`config.mk`:
```
export PLATFORM = sky130hd
export DESIGN_NAME = dac_spi_responder_flat
export DESIGN_NICKNAME = d
export VERILOG_FILES = /design/src/rtl/dac_spi_responder_if.sv /design/src/rtl/dac_spi_responder.sv /design/src/flat_wrapper.sv
export SDC_FILE = /design/constraint.sdc
export NUM_CORES = 1
export LEC_CHECK = 0
export ABC_AREA = 0
export CORE_MARGIN = 2
export CORE_UTILIZATION = 50
export DETAILED_ROUTE_END_ITERATION = 12
export DONT_BUFFER_PORTS = 1
export GPL_ROUTABILITY_DRIVEN = 0
export PLACE_DENSITY = 0.7
export SYNTH_ARGS = -nofsm -noshare
export SYNTH_HDL_FRONTEND = slang
export SYNTH_SLANG_ARGS = --single-unit
export TNS_END_PERCENT = 30
```
`constraint.sdc`:
```
create_clock -name CLK_50M -period 3.3 [get_ports CLK_50M]
set_input_delay 0.165 -clock CLK_50M [delete_from_list [all_inputs] [get_ports CLK_50M]]
set_output_delay 0.165 -clock CLK_50M [all_outputs]
set_load 0.005 [all_outputs]
```
`src/rtl/dac_spi_responder_if.sv`:
```
// SPI pins from a DAC initiator together with the decoded DAC register view.
// Frame protocol: DAC_CS low opens a frame, MOSI is sampled on SCK rising edges (MSB first), DAC_CS high closes it.
interface dac_spi_responder_if;
  logic        SPI_SCK;
  logic        SPI_MOSI;
  logic        DAC_CS;
  logic        DAC_CLR;
  logic [11:0] Va;
  logic [11:0] Vb;
  logic [11:0] Vc;
  logic [11:0] Vd;
  logic        frame_valid;
  logic        frame_error;
  logic [3:0]  last_cmd;
  logic [3:0]  last_addr;

  modport master (
    output SPI_SCK, SPI_MOSI, DAC_CS, DAC_CLR,
    input  Va, Vb, Vc, Vd, frame_valid, frame_error, last_cmd, last_addr
  );

  modport slave (
    input  SPI_SCK, SPI_MOSI, DAC_CS, DAC_CLR,
    output Va, Vb, Vc, Vd, frame_valid, frame_error, last_cmd, last_addr
  );
endinterface

```
`src/rtl/dac_spi_responder.sv`:
```
// Four-channel DAC register model behind an SPI responder: shifts a 32-bit frame,
// decodes cmd/addr/data on DAC_CS rising and updates input/DAC registers.
module dac_spi_responder (
  input  logic               CLK_50M,
  input  logic               RST,
  dac_spi_responder_if.slave bus
);
  typedef enum logic [1:0] {IDLE = 2'd0, SHIFT = 2'd1, DECODE = 2'd2} state_t;

  state_t      state_q;
  logic [2:0]  sck_q;
  logic [2:0]  cs_q;
  logic [1:0]  mosi_q;
  logic [1:0]  clr_q;
  logic [31:0] shift_q;
  logic [5:0]  cnt_q;
  logic [11:0] in_q  [4];
  logic [11:0] dac_q [4];
  logic [11:0] in_d  [4];
  logic [11:0] dac_d [4];
  logic        valid_q, error_q, valid_d, error_d;
  logic [3:0]  last_cmd_q, last_addr_q;

  logic        sck_rise, cs_rise, cs_fall, addr_ok, sel;
  logic [3:0]  cmd, addr;
  logic [11:0] data;
  logic        unused_bits;

  // Index [1] is the synchronizer output, [2] its previous value for edge detection.
  assign sck_rise    = sck_q[1] & ~sck_q[2];
  assign cs_rise     = cs_q[1] & ~cs_q[2];
  assign cs_fall     = ~cs_q[1] & cs_q[2];
  assign cmd         = shift_q[23:20];
  assign addr        = shift_q[19:16];
  assign data        = shift_q[15:4];
  assign addr_ok     = (addr < 4'd4) || (addr == 4'hF);
  assign unused_bits = ^{shift_q[31:24], shift_q[3:0]};

  always_comb begin
    valid_d = 1'b0;
    error_d = 1'b0;
    sel     = 1'b0;
    for (int ch = 0; ch < 4; ch++) begin
      in_d[ch]  = in_q[ch];
      dac_d[ch] = dac_q[ch];
    end
    if (state_q == DECODE) begin
      if (cnt_q != 6'd32) begin
        error_d = 1'b1;
      end else begin
        case (cmd)
          4'h0, 4'h1, 4'h2, 4'h3, 4'h4, 4'hF: valid_d = 1'b1;
          default:                            error_d = 1'b1;
        endcase
        for (int ch = 0; ch < 4; ch++) begin
          sel = (addr == 4'hF) || (addr == 4'(ch));
          if (sel) begin
            case (cmd)
              4'h0, 4'h2: in_d[ch] = data;
              4'h1:       dac_d[ch] = in_q[ch];
              4'h3: begin
                in_d[ch]  = data;
                dac_d[ch] = data;
              end
              default: ;
            endcase
          end
        end
        // Broadcast update sees the value written by this same frame.
        if (cmd == 4'h2 && addr_ok) begin
          for (int ch = 0; ch < 4; ch++) dac_d[ch] = in_d[ch];
        end
      end
    end
    if (!clr_q[1]) begin
      for (int ch = 0; ch < 4; ch++) begin
        in_d[ch]  = '0;
        dac_d[ch] = '0;
      end
    end
  end

  always_ff @(posedge CLK_50M) begin
    if (RST) begin
      state_q     <= IDLE;
      sck_q       <= '0;
      cs_q        <= '0;
      mosi_q      <= '0;
      clr_q       <= '0;
      shift_q     <= '0;
      cnt_q       <= '0;
      valid_q     <= 1'b0;
      error_q     <= 1'b0;
      last_cmd_q  <= '0;
      last_addr_q <= '0;
      for (int ch = 0; ch < 4; ch++) begin
        in_q[ch]  <= '0;
        dac_q[ch] <= '0;
      end
    end else begin
      sck_q   <= {sck_q[1:0], bus.SPI_SCK};
      cs_q    <= {cs_q[1:0], bus.DAC_CS};
      mosi_q  <= {mosi_q[0], bus.SPI_MOSI};
      clr_q   <= {clr_q[0], bus.DAC_CLR};
      valid_q <= valid_d;
      error_q <= error_d;
      for (int ch = 0; ch < 4; ch++) begin
        in_q[ch]  <= in_d[ch];
        dac_q[ch] <= dac_d[ch];
      end
      if (valid_d) begin
        last_cmd_q  <= cmd;
        last_addr_q <= addr;
      end
      case (state_q)
        IDLE: begin
          if (cs_fall) begin
            state_q <= SHIFT;
            shift_q <= '0;
            cnt_q   <= '0;
          end
        end
        SHIFT: begin
          // A clock edge coinciding with frame close is not part of the frame.
          if (cs_rise) begin
            state_q <= DECODE;
          end else if (sck_rise) begin
            shift_q <= {shift_q[30:0], mosi_q[1]};
            if (cnt_q != 6'd33) cnt_q <= cnt_q + 6'd1;
          end
        end
        DECODE:  state_q <= IDLE;
        default: state_q <= IDLE;
      endcase
    end
  end

  assign bus.Va          = dac_q[0];
  assign bus.Vb          = dac_q[1];
  assign bus.Vc          = dac_q[2];
  assign bus.Vd          = dac_q[3];
  assign bus.frame_valid = valid_q;
  assign bus.frame_error = error_q;
  assign bus.last_cmd    = last_cmd_q;
  assign bus.last_addr   = last_addr_q;
endmodule
```
`src/flat_wrapper.sv`:
```
// flat-port wrapper written by rule: the top's interface ports become plain ports
module dac_spi_responder_flat 
  (CLK_50M, RST, bus_SPI_SCK, bus_SPI_MOSI, bus_DAC_CS, bus_DAC_CLR, bus_Va, bus_Vb, bus_Vc, bus_Vd, bus_frame_valid, bus_frame_error, bus_last_cmd, bus_last_addr);
  dac_spi_responder_if bus_i ();
  input  logic CLK_50M;
  input  logic RST;
  input wire logic [$bits(bus_i.SPI_SCK)-1:0] bus_SPI_SCK;
  input wire logic [$bits(bus_i.SPI_MOSI)-1:0] bus_SPI_MOSI;
  input wire logic [$bits(bus_i.DAC_CS)-1:0] bus_DAC_CS;
  input wire logic [$bits(bus_i.DAC_CLR)-1:0] bus_DAC_CLR;
  output wire logic [$bits(bus_i.Va)-1:0] bus_Va;
  output wire logic [$bits(bus_i.Vb)-1:0] bus_Vb;
  output wire logic [$bits(bus_i.Vc)-1:0] bus_Vc;
  output wire logic [$bits(bus_i.Vd)-1:0] bus_Vd;
  output wire logic [$bits(bus_i.frame_valid)-1:0] bus_frame_valid;
  output wire logic [$bits(bus_i.frame_error)-1:0] bus_frame_error;
  output wire logic [$bits(bus_i.last_cmd)-1:0] bus_last_cmd;
  output wire logic [$bits(bus_i.last_addr)-1:0] bus_last_addr;
  assign bus_i.SPI_SCK = bus_SPI_SCK;
  assign bus_i.SPI_MOSI = bus_SPI_MOSI;
  assign bus_i.DAC_CS = bus_DAC_CS;
  assign bus_i.DAC_CLR = bus_DAC_CLR;
  assign bus_Va = bus_i.Va;
  assign bus_Vb = bus_i.Vb;
  assign bus_Vc = bus_i.Vc;
  assign bus_Vd = bus_i.Vd;
  assign bus_frame_valid = bus_i.frame_valid;
  assign bus_frame_error = bus_i.frame_error;
  assign bus_last_cmd = bus_i.last_cmd;
  assign bus_last_addr = bus_i.last_addr;
  dac_spi_responder u_core (.CLK_50M(CLK_50M), .RST(RST), .bus(bus_i));
endmodule
```
==> impl_metrics.prom <==
# TYPE chip_impl_metric gauge
chip_impl_metric{name="drive_above_1_share",unit="%"} 12.5
chip_impl_metric{name="grtUsageTotal",unit="%"} 22.3
chip_impl_metric{name="insertion_delay",unit="ns"} 0.42
chip_impl_metric{name="edff_count_synth",unit=""} 0
chip_impl_metric{name="layout_worst_path_cycle_share",unit="%"} 73.9
chip_impl_metric{name="floorplan.initialDensity",unit="%"} 51.8
chip_impl_metric{name="timing_hold_violations_final",unit=""} 0
chip_impl_metric{name="synth_cell_types",unit=""} 44
chip_impl_metric{name="fin_setup_tns",unit="ns"} 0
chip_impl_metric{name="ys_seq_area_share",unit="%"} 49.7
chip_impl_metric{name="finalCriticalPeriod",unit="ns"} 2.44
chip_impl_metric{name="worst-slew-pin-transition",unit="ns"} 0.879
chip_impl_info{name="endpoint_kind",value="flip-flop"} 1
chip_impl_info{name="timing.critical_path.from_type",value="flip-flop"} 1
chip_impl_metric{name="dr_total_vias",unit=""} 4540
chip_impl_metric{name="maximum_fanout_encountered_on_the_critical_timing_path",unit=""} 24
chip_impl_metric{name="fillers",unit=""} 1006
chip_impl_metric{name="level_count_of_the_clock_h_tree",unit=""} 4
chip_impl_info{name="violated_checks",value="DRC"} 1
chip_impl_metric{name="io_buffer_count",unit=""} 0
chip_impl_metric{name="n_antenna_cell",unit=""} 0
chip_impl_metric{name="cts_buffer_depth",unit=""} 2
chip_impl_metric{name="max_freq",unit="GHz"} 0.410
chip_impl_info{name="worst_hold_path_type",value="in -> reg"} 1
chip_impl_metric{name="timing.critical_path.arrival",unit="ns"} 2.77
chip_impl_info{name="rsz0062_at_grt",value="false"} 1
chip_impl_metric{name="detail_route.wl_per_cell",unit="um"} 18.0
chip_impl_metric{name="mappedNetlistArea",unit="mm^2"} 0.00596
chip_impl_metric{name="multi_input_area",unit="mm^2"} 0.00276
chip_impl_info{name="critical_path_class",value="reg -> reg"} 1
chip_impl_metric{name="finalWirelength",unit="um"} 13800
chip_impl_metric{name="power_per_standard_cell_area",unit="mW/mm^2"} 565
chip_impl_metric{name="detailedRoute.firstIterationViolations",unit=""} 381
chip_impl_metric{name="final_net_count",unit=""} 622
chip_impl_metric{name="boundaryPins",unit=""} 64
chip_impl_metric{name="required",unit="ns"} 3.63
chip_impl_metric{name="grt_pass1_wl",unit="um"} 22300
chip_impl_metric{name="cts.repair_timing.setup_buffer_count",unit=""} 0
chip_impl_metric{name="core.rowCount",unit=""} 39
chip_impl_metric{name="antenna_violating_nets_post_route",unit=""} 0
chip_impl_metric{name="grt_antenna_before_repair",unit=""} 0
chip_impl_metric{name="numCtsBuffers",unit=""} 17
chip_impl_info{name="yosys_most_used_dff",value="sky130_fd_sc_hd__dfxtp_1"} 1
chip_impl_metric{name="seqCellArea",unit="mm^2"} 0.00296
chip_impl_metric{name="total_count_of_max_transition_violations_in_the_final_report",unit=""} 0
chip_impl_metric{name="synth.avg_cell_area",unit="um^2"} 9.41
chip_impl_metric{name="globalRoute.totalOverflow",unit=""} 0
chip_impl_metric{name="grt_start_max_net_pins",unit=""} 47
chip_impl_metric{name="detailed_route_drc_error_count",unit=""} 4
chip_impl_metric{name="die_x",unit="um"} 113
chip_impl_metric{name="final_cell_area",unit="mm^2"} 0.00666
chip_impl_metric{name="dpl_cell_area",unit="mm^2"} 0.00600
chip_impl_metric{name="synthesis.nets",unit=""} 643
chip_impl_metric{name="areaGrowthSynthToFinish",unit="%"} 11.7
chip_impl_metric{name="synth_warn",unit=""} 0
chip_impl_metric{name="timing.max_slew.rel_slack",unit="%"} 41.3
chip_impl_metric{name="cts.repair.resized",unit=""} 0
chip_impl_metric{name="path_clk_slew",unit="ns"} 0.06
chip_impl_metric{name="max_cap_violations",unit=""} 0
chip_impl_metric{name="async_flop_share",unit="%"} 0
chip_impl_info{name="clock_tree_from_tritoncts",value="done"} 1
chip_impl_metric{name="finalNonFillerCells",unit=""} 769
chip_impl_info{name="root_buffer",value="sky130_fd_sc_hd__clkbuf_16"} 1
chip_impl_metric{name="numPlacedInstances",unit=""} 732
chip_impl_metric{name="design.die.area",unit="mm^2"} 0.0128
chip_impl_metric{name="total_iterations_of_the_first_detailed_routing_run",unit=""} 9
chip_impl_metric{name="placeable_core_region",unit="mm^2"} 0.0115
chip_impl_metric{name="ys_ff_latch",unit=""} 148
chip_impl_metric{name="setup_viol",unit=""} 0
chip_impl_metric{name="die_h",unit="um"} 113
chip_impl_metric{name="number_of_global_route_vias_before_repair",unit=""} 4184
chip_impl_metric{name="half_perimeter_wire_length_of_the_detailed_placement_result",unit="um"} 8970
chip_impl_metric{name="vdd_ir_drop_max",unit="uV"} 367
chip_impl_info{name="outcome",value="complete, but fails checks"} 1
chip_impl_metric{name="vias_per_cell",unit=""} 5.90
chip_impl_metric{name="fin_skew",unit="ns"} 0.00920
chip_impl_metric{name="power.static_leakage",unit="nW"} 2.28
chip_impl_metric{name="post_synth_inst_count",unit=""} 634
chip_impl_metric{name="cts_num_sinks",unit=""} 148
## final cells by class
class	instances	area share, %
Tap cell	143	2.69
Inverter	4	0.225
Multi-Input combinational cell	426	41.5
Clock buffer	19	6.80
Sequential cell	148	44.5
Clock inverter	13	2.18
Timing Repair Buffer	16	2.14
## placed cells by master, fill, tap and decap left out, drive strengths merged, types with 3 or more instances in the layout
master / count
o21ai: 61
nand3: 78
ha: 3
nor2: 42
nand4: 4
buf: 12
nor4b: 5
nand2b: 5
clkinv: 4
dfxtp: 148
inv: 9
xor2: 4
nor2b: 12
clkbuf: 19
nand2: 42
dlygate4sd3: 4
a211oi: 28
or2: 4
mux2i: 56
a311oi: 12
a21oi: 51
o31ai: 3
## critical path, cell delays in order (launching register included)
cell and delay [ns]:
sky130_fd_sc_hd__dfxtp_1 0.52, sky130_fd_sc_hd__and4_1 0.47, sky130_fd_sc_hd__o22ai_2 0.24, sky130_fd_sc_hd__nor2_2 0.68
sky130_fd_sc_hd__a21oi_1 0.17, sky130_fd_sc_hd__a311oi_1 0.27
## repair_timing
item	4_1_cts	5_1_grt
setup endpoints to repair	0	0
endpoints found under the hold margin	46	0
hold buffers	5	0
## layer usage
layer / wire [um] / global-route usage [%]
met1: 6330 / 31.0
met2: 6410 / 33.7
met3: 901 / 5.62
met4: 199 / 7.97
met5: 0 / 0
## sequential cells by signal, summed over array words and instances (netlist names)
signal / flops
u_core.bus.frame_error: 1
u_core.bus.frame_valid: 1
u_core.bus.last_addr: 4
u_core.bus.last_cmd: 4
u_core.clr_q: 2
u_core.cnt_q: 6
u_core.cs_q: 3
u_core.dac_q: 48
u_core.in_q: 48
u_core.mosi_q: 2
u_core.sck_q: 3
u_core.shift_q: 24
u_core.state_q: 2
## where the power goes
group / total, mW / internal, mW / switching [mW] / leakage [nW]
logic: 0.0413 / 0.0136 / 0.0276 / 0.799
registers: 1.79 / 1.79 / 0.00263 / 1.19
clock network: 1.93 / 1.16 / 0.766 / 0.292
## worst paths after layout
| path | startpoint | endpoint | slack (ns) | cells past startpoint |
|---|---|---|---|---|
| worst min register to register | u_core.sck_q[0] | u_core.sck_q[1] | 0.44 | 1 |
| worst max-delay path | u_core.shift_q[18] | u_core.dac_q[1][5] | 0.86 | 5 |
| worst max register to register | u_core.shift_q[18] | u_core.dac_q[1][5] | 0.86 | 5 |
| worst min-delay path | RST | u_core.clr_q[1] | 0.05 | 2 |
## synthesized netlist by cell type, types with 2 or more instances
cell	number	share of area, %
sky130_fd_sc_hd__dfxtp_1	148	50
sky130_fd_sc_hd__nand3_1	78	6.5
sky130_fd_sc_hd__o21ai_0	61	5.1
sky130_fd_sc_hd__mux2i_1	56	9.4
sky130_fd_sc_hd__a21oi_1	51	4.3
sky130_fd_sc_hd__nand2_1	41	2.6
sky130_fd_sc_hd__nor2_1	41	2.6
sky130_fd_sc_hd__clkbuf_1	30	1.9
sky130_fd_sc_hd__a211oi_2	19	4.0
sky130_fd_sc_hd__a311oi_1	12	1.8
sky130_fd_sc_hd__buf_2	12	1.0
sky130_fd_sc_hd__nor2b_1	12	1.3
sky130_fd_sc_hd__a211oi_1	9	1.1
sky130_fd_sc_hd__buf_1	7	0.44
sky130_fd_sc_hd__buf_4	6	0.76
sky130_fd_sc_hd__nand2b_1	5	0.52
sky130_fd_sc_hd__inv_1	4	0.25
sky130_fd_sc_hd__nand4_1	4	0.42
sky130_fd_sc_hd__or2_1	4	0.42
sky130_fd_sc_hd__xor2_1	4	0.59
sky130_fd_sc_hd__ha_1	3	0.63
sky130_fd_sc_hd__nor4b_1	3	0.44
sky130_fd_sc_hd__nor3_1	2	0.17
sky130_fd_sc_hd__o31ai_2	2	0.42
## cells by family (layout without fill, tap and decap cells)
kind of cell / after synthesis / in the layout / share of synthesized area, %
adders and majority gates: 4 / 4 / 0.797
xor gates and xnor gates: 5 / 5 / 0.734
AOI/OAI and AO/OA: 159 / 159 / 17.7
buffers and inverters: 60 / 52 / 4.53
DFF: 148 / 148 / 49.7
and+or+nand+nor: 202 / 202 / 17.1
muxes: 56 / 56 / 9.40
## metrics by stage
step | worst slack [ns] | hold slack, ns | util (%) | power, mW
finish | 0.862 | 0.0549 | 57.8 | 3.77
global route | 0.622 | 0.0594 | 57.8 | 3.88
CTS | 0.884 | 0.0477 | 57.8 | 3.80
detailed placement | 0.897 | 0.241 | 52.1 | 1.86
global placement | 1.07 | 0.242 | 52.1 | 1.86
floorplan | 1.49 | 0.293 | - | 1.86
Note: power is estimated with default switching activity, not from simulation.
